File: src/rtl/wiscsc15_fetch.sv
// WISC-SC15 instruction fetch stage: owns the PC, runs the imem req/ack
// handshake and presents one registered instruction to decode/control.
module wiscsc15_fetch #(
    parameter int unsigned       ADDR_W      = 16,
    parameter int unsigned       INSTR_W     = 16,
    parameter logic [ADDR_W-1:0] RESET_PC    = '0,
    parameter logic [3:0]        HALT_OPCODE = 4'hF
) (
    input  logic               clk,
    input  logic               rst_n,
    output logic               imem_req,
    output logic [ADDR_W-1:0]  imem_addr,
    input  logic               imem_ack,
    input  logic [INSTR_W-1:0] imem_rdata,
    input  logic               stall,
    input  logic               redirect,
    input  logic [ADDR_W-1:0]  redirect_pc,
    output logic               instr_valid,
    output logic [INSTR_W-1:0] instr,
    output logic [3:0]         opcode,
    output logic [ADDR_W-1:0]  pc_out,
    output logic [ADDR_W-1:0]  pc_plus1,
    output logic               halted
);

    typedef enum logic [1:0] {
        S_IDLE,
        S_BUSY,
        S_HALT
    } state_t;

    state_t             r_state, w_state;
    logic [ADDR_W-1:0]  r_pc, w_pc;
    logic               r_req, w_req;
    logic [ADDR_W-1:0]  r_addr, w_addr;
    logic               r_valid, w_valid;
    logic [INSTR_W-1:0] r_instr, w_instr;
    logic [ADDR_W-1:0]  r_pc_out, w_pc_out;
    logic               r_kill, w_kill;
    logic               w_slot_free;
    logic               w_consume;
    logic [3:0]         w_rd_op;

    assign w_slot_free = !r_valid || !stall;
    assign w_consume   = r_valid && !stall;
    assign w_rd_op     = imem_rdata[INSTR_W-1 -: 4];

    always_comb begin
        w_state  = r_state;
        w_pc     = r_pc;
        w_req    = r_req;
        w_addr   = r_addr;
        w_valid  = r_valid;
        w_instr  = r_instr;
        w_pc_out = r_pc_out;
        w_kill   = r_kill;

        if (w_consume) begin
            w_valid = 1'b0;
        end

        unique case (r_state)
            S_IDLE: begin
                if (redirect) begin
                    w_pc = redirect_pc;
                end else if (w_slot_free) begin
                    w_req   = 1'b1;
                    w_addr  = r_pc;
                    w_state = S_BUSY;
                end
            end
            S_BUSY: begin
                if (imem_ack && !r_kill && !redirect) begin
                    w_instr  = imem_rdata;
                    w_pc_out = r_addr;
                    w_valid  = 1'b1;
                    w_pc     = r_pc + ADDR_W'(1);
                    w_req    = 1'b0;
                    w_state  = (w_rd_op == HALT_OPCODE) ? S_HALT : S_IDLE;
                end else if (imem_ack) begin
                    // stale access completes; its data is dropped
                    w_kill  = 1'b0;
                    w_req   = 1'b0;
                    w_state = S_IDLE;
                    if (redirect) begin
                        w_pc = redirect_pc;
                    end
                end else if (redirect) begin
                    w_pc   = redirect_pc;
                    w_kill = 1'b1;
                end
            end
            S_HALT: begin
                if (redirect) begin
                    w_pc    = redirect_pc;
                    w_state = S_IDLE;
                end
            end
            default: begin
                w_state = S_IDLE;
            end
        endcase

        if (redirect) begin
            w_valid = 1'b0;
        end
    end

    always_ff @(posedge clk or negedge rst_n) begin
        if (!rst_n) begin
            r_state  <= S_IDLE;
            r_pc     <= RESET_PC;
            r_req    <= 1'b0;
            r_addr   <= RESET_PC;
            r_valid  <= 1'b0;
            r_instr  <= '0;
            r_pc_out <= '0;
            r_kill   <= 1'b0;
        end else begin
            r_state  <= w_state;
            r_pc     <= w_pc;
            r_req    <= w_req;
            r_addr   <= w_addr;
            r_valid  <= w_valid;
            r_instr  <= w_instr;
            r_pc_out <= w_pc_out;
            r_kill   <= w_kill;
        end
    end

    assign imem_req    = r_req;
    assign imem_addr   = r_addr;
    assign instr_valid = r_valid;
    assign instr       = r_instr;
    assign opcode      = r_instr[INSTR_W-1 -: 4];
    assign pc_out      = r_pc_out;
    assign pc_plus1    = r_pc_out + ADDR_W'(1);
    assign halted      = (r_state == S_HALT);

endmodule
File: config.mk
export PLATFORM = sky130hd
export DESIGN_NAME = wiscsc15_fetch
export DESIGN_NICKNAME = d
export VERILOG_FILES = /design/src/rtl/wiscsc15_fetch.sv
export SDC_FILE = /design/constraint.sdc
export NUM_CORES = 1
export LEC_CHECK = 0
export BUFFER_PORTS_ARGS = -buffer_cell sky130_fd_sc_hd__buf_2
export CAP_MARGIN = 20
export CORE_MARGIN = 4
export CORE_UTILIZATION = 53
export CTS_BUF_LIST = sky130_fd_sc_hd__clkbuf_2 sky130_fd_sc_hd__clkbuf_4 sky130_fd_sc_hd__clkbuf_8
export DETAILED_ROUTE_END_ITERATION = 7
export GPL_TIMING_DRIVEN = 0
export HOLD_SLACK_MARGIN = 0.1
export PLACE_DENSITY = 0.86
export SYNTH_ARGS = -nofsm -noshare
export SYNTH_HDL_FRONTEND = slang
export SYNTH_SLANG_ARGS = --single-unit
File: constraint.sdc
create_clock -name clk -period 1.75 [get_ports clk]
set_input_delay 0.35 -clock clk [delete_from_list [all_inputs] [get_ports clk]]
set_output_delay 0.35 -clock clk [all_outputs]
set_load 0.005 [all_outputs]
==> metrics.md <==
| Metric | Value |
|---|---|
| Aggregate global-route resource usage | `a little under a quarter` |
| Mean Syn Cell Area | `9.67 um^2` |
| Crit end category | `primary output` |
| Worst slew pin tran | `around 0.85 ns` |
| Part of the Yosys area used for sequential elements | `roughly half` |
| Num rows | `29` |
| Period utilization | `117%` |
| Asr flop ratio synth | `100%` |
| Die Ht | `88.5 um` |
| Max-cap violations | `0` |
| Crit path kind | `register to primary output` |
| Core ar. | `6310 um^2` |
| RSZ-0062 raised after global routing | `true` |
| Clock sinks | `69` |
| Area Growth Syn to Fin | `33.0%` |
| HPWL Detailed | `6.44 mm` |
| Slowest-stage cell, CP | `dfrtp_2` |
| Count leader, synth | `nand2_1` |
| Top-area cell type share of the netlist area | `about half` |
| Setup-failing EPs final | `13` |
| GRT overflow | `0` |
| Slowest cell delay on critical path | `0.42 ns` |
| Layout cell share with drive strength beyond 1 | `42.7%` |
| Vias in the first global route | `3024` |
| Pre-CTS setup slack | `-0.0307 ns` |
| H-tree level count | `3` |
| Most used DFF post-synth | `dfrtp_1` |
| Die area | `approximately 7800 um^2` |
| Post-synth top cells | `nand2_1, dfrtp_1, nor2_1` |
| Die Span X | `88.5 um` |
| VDD IR max | `1.07 mV` |
| Min-delay worst type | `input port to async pin` |
| Pin count of the biggest net entering global routing | `70` |
| Static Leakage | `2.30 nW` |
| Maximum fanout along the worst path | `5` |
| Initial core utilization | `54.4%` |
| Worst Path Buf+Inv | `1` |
| First-pass DRT Iterations | `5` |
| CP delay by family, top | `flip-flops` |
| Net Count, Synth | `394` |
| Residual DRC | `0` |
| TritonCTS clock tree | `done` |
| Worst endpoint required time | `1.40 ns` |
| Post-Syn Area | `3430 um^2` |
| Routed vias | `3175` |
| Ys Warns | `0` |
| Clock Tree Root | `clkbuf_8` |
| Post-route minimum period | `between 2 and 2.5 ns` |
| DR WL/cell | `16.7 um` |
| Status | `complete, but fails checks` |
| Post-route ant nets | `0` |
| Clock transition at path regs | `approximately 0.08 ns` |
| Initial DRC count | `171` |
| Initial antenna violation count | `0` |
| Final Max Tran Viols | `0` |
| Max Fclk | `0.488 GHz` |
| Startpoint Class | `register` |
| Netlist cell types | `between 40 and 50` |
| Nets | `530` |
| Clock Skew | `between 0.01 and 0.015 ns` |
| Fill cell count | `447` |
| Max Buffers Root-to-Sink | `2` |
| I/O pins | `108` |
| Final Hold Fails | `0` |
| Most used cell, CP | `and3_4` |
| Post-synth EDFFs | `0` |
| Synth top area cells | `dfrtp_1, nand2_1, mux2_2, xnor2_1, a211oi_1` |
| Crit-path cells | `ha_2 -> and3_4 -> and3_4 -> xor2_1 -> buf_2` |
| FF+latch count, synth | `69` |
| Worst skew pair latency | `around 0.35 ns` |
| Drt via density | `5.54` |
| Buffers added on ports | `roughly 110` |
| Worst setup margin | `-0.299 ns` |
| Global-route wire length before repair | `14.2 mm` |
| Synth Instances | `355` |
| Max_slew headroom | `43.5%` |
| CP arrival | `roughly 1.7 ns` |
| CTS Buf Count | `9` |
| Antenna cells | `0` |
| Setup_tns | `-2.36 ns` |
| Post-CTS Hold Fix Bufs | `0` |
| Routability Congestion | `between 0.8 and 0.9` |
| Post-Route WL | `9.59 mm` |
| Pwr dens | `between 1000 and 1500 nW/um^2` |
| Failing checks | `negative setup slack` |
| Yosys top cell by area | `dfrtp_1` |
[routing by layer]
metal	GRT usage (%)	vias up	part of all wire, %
met5	0	-	0
met4	10.6	0	2.6
met3	5.96	26	5.5
met2	41.3	132	52
met1	28.3	1525	40
li1	-	1492	-
[power breakdown]
part | leakage, nW | internal, mW | switching [mW]
Clock | 0.112 | 0.838 | 0.612
Combinational | 1.36 | 1.36 | 1.20
Sequential | 0.819 | 2.17 | 0.499
[kinds of logic after synthesis]
logic type               share of synthesized area [%]
AO/OA/AOI/OAI                                     10.4
XOR/XNOR                                          3.57
adder cells (fa/ha/maj)                          0.729
buffers and inverters                             6.20
flip-flops                                        50.3
multiplexers                                      5.25
AND/OR/NAND/NOR                                   23.6
[registers in the layout (all words and copies together) (netlist names)]
register     cells
r_kill           1
r_pc            16
imem_req         1
instr_valid      1
r_state          2
instr           16
pc_out          16
imem_addr       16
[through the flow]
stage               cell area (um^2)  utilization (%)  total power, mW  hold slack [ns]  std cells
floorplan                       3430                -             3.72           0.0544        355
global placement                4070             64.4             4.70            0.454        539
detailed placement              4070             64.4             4.83            0.456        539
CTS                             4460             70.6             6.55            0.133        570
global route                    4570             72.3             7.09            0.159        573
finish                          4570             72.3             6.68           0.0914        573
[layout by cell type, fill, tap and decap left out, types with 2 or more instances in the layout]
master	instances
buf_6	5
a211oi_1	9
dfrtp_1	68
and3_4	8
xnor2_2	2
mux2_2	16
buf_2	113
xnor2_1	7
nand2b_1	2
and3_1	2
inv_1	6
buf_4	27
clkbuf_8	13
xor2_1	5
a311oi_1	6
nor2b_1	2
o22ai_1	2
nor2_1	18
nand3_4	3
bufinv_16	2
o221a_2	3
nand3_2	3
clkinv_2	2
nand3_1	8
o21ai_0	6
a21oi_1	14
nand4_1	3
nand2_1	107
[what timing repair did]
item,in CTS,in global routing
pin swaps,6,10
setup endpoints to repair,11,22
setup buffers,16,3
gates cloned,0,0
resized for setup,12,14
[path summary, 6_finish.rpt]
kind / from / to / slack (ns) / cells past startpoint
max: pc_out[0] / pc_plus1[8] / -0.30 / 5
min: rst_n / instr[0] / 0.09 / 1
max reg2reg: r_state[1] / r_pc[6] / 0.09 / 6
min reg2reg: instr[11] / instr[11] / 0.48 / 2
max in group asynchronous: rst_n / pc_out[0] / 1.06 / 1
min in group clk: imem_rdata[4] / instr[4] / 0.18 / 3
[layout make-up]
cell class                      instances  area, um^2  share of cell area (%)
Tap cell                               77        96.3                    2.11
Buffer                                 23         185                    4.05
Multi-Input combinational cell        256        1610                    35.3
Inverter                                6        22.5                   0.493
Timing Repair Buffer                  126         701                    15.3
Sequential cell                        69        1730                    37.8
Clock buffer                           10         138                    3.01
Clock inverter                          6        86.3                    1.89
Power figures use the tool's default switching activity.
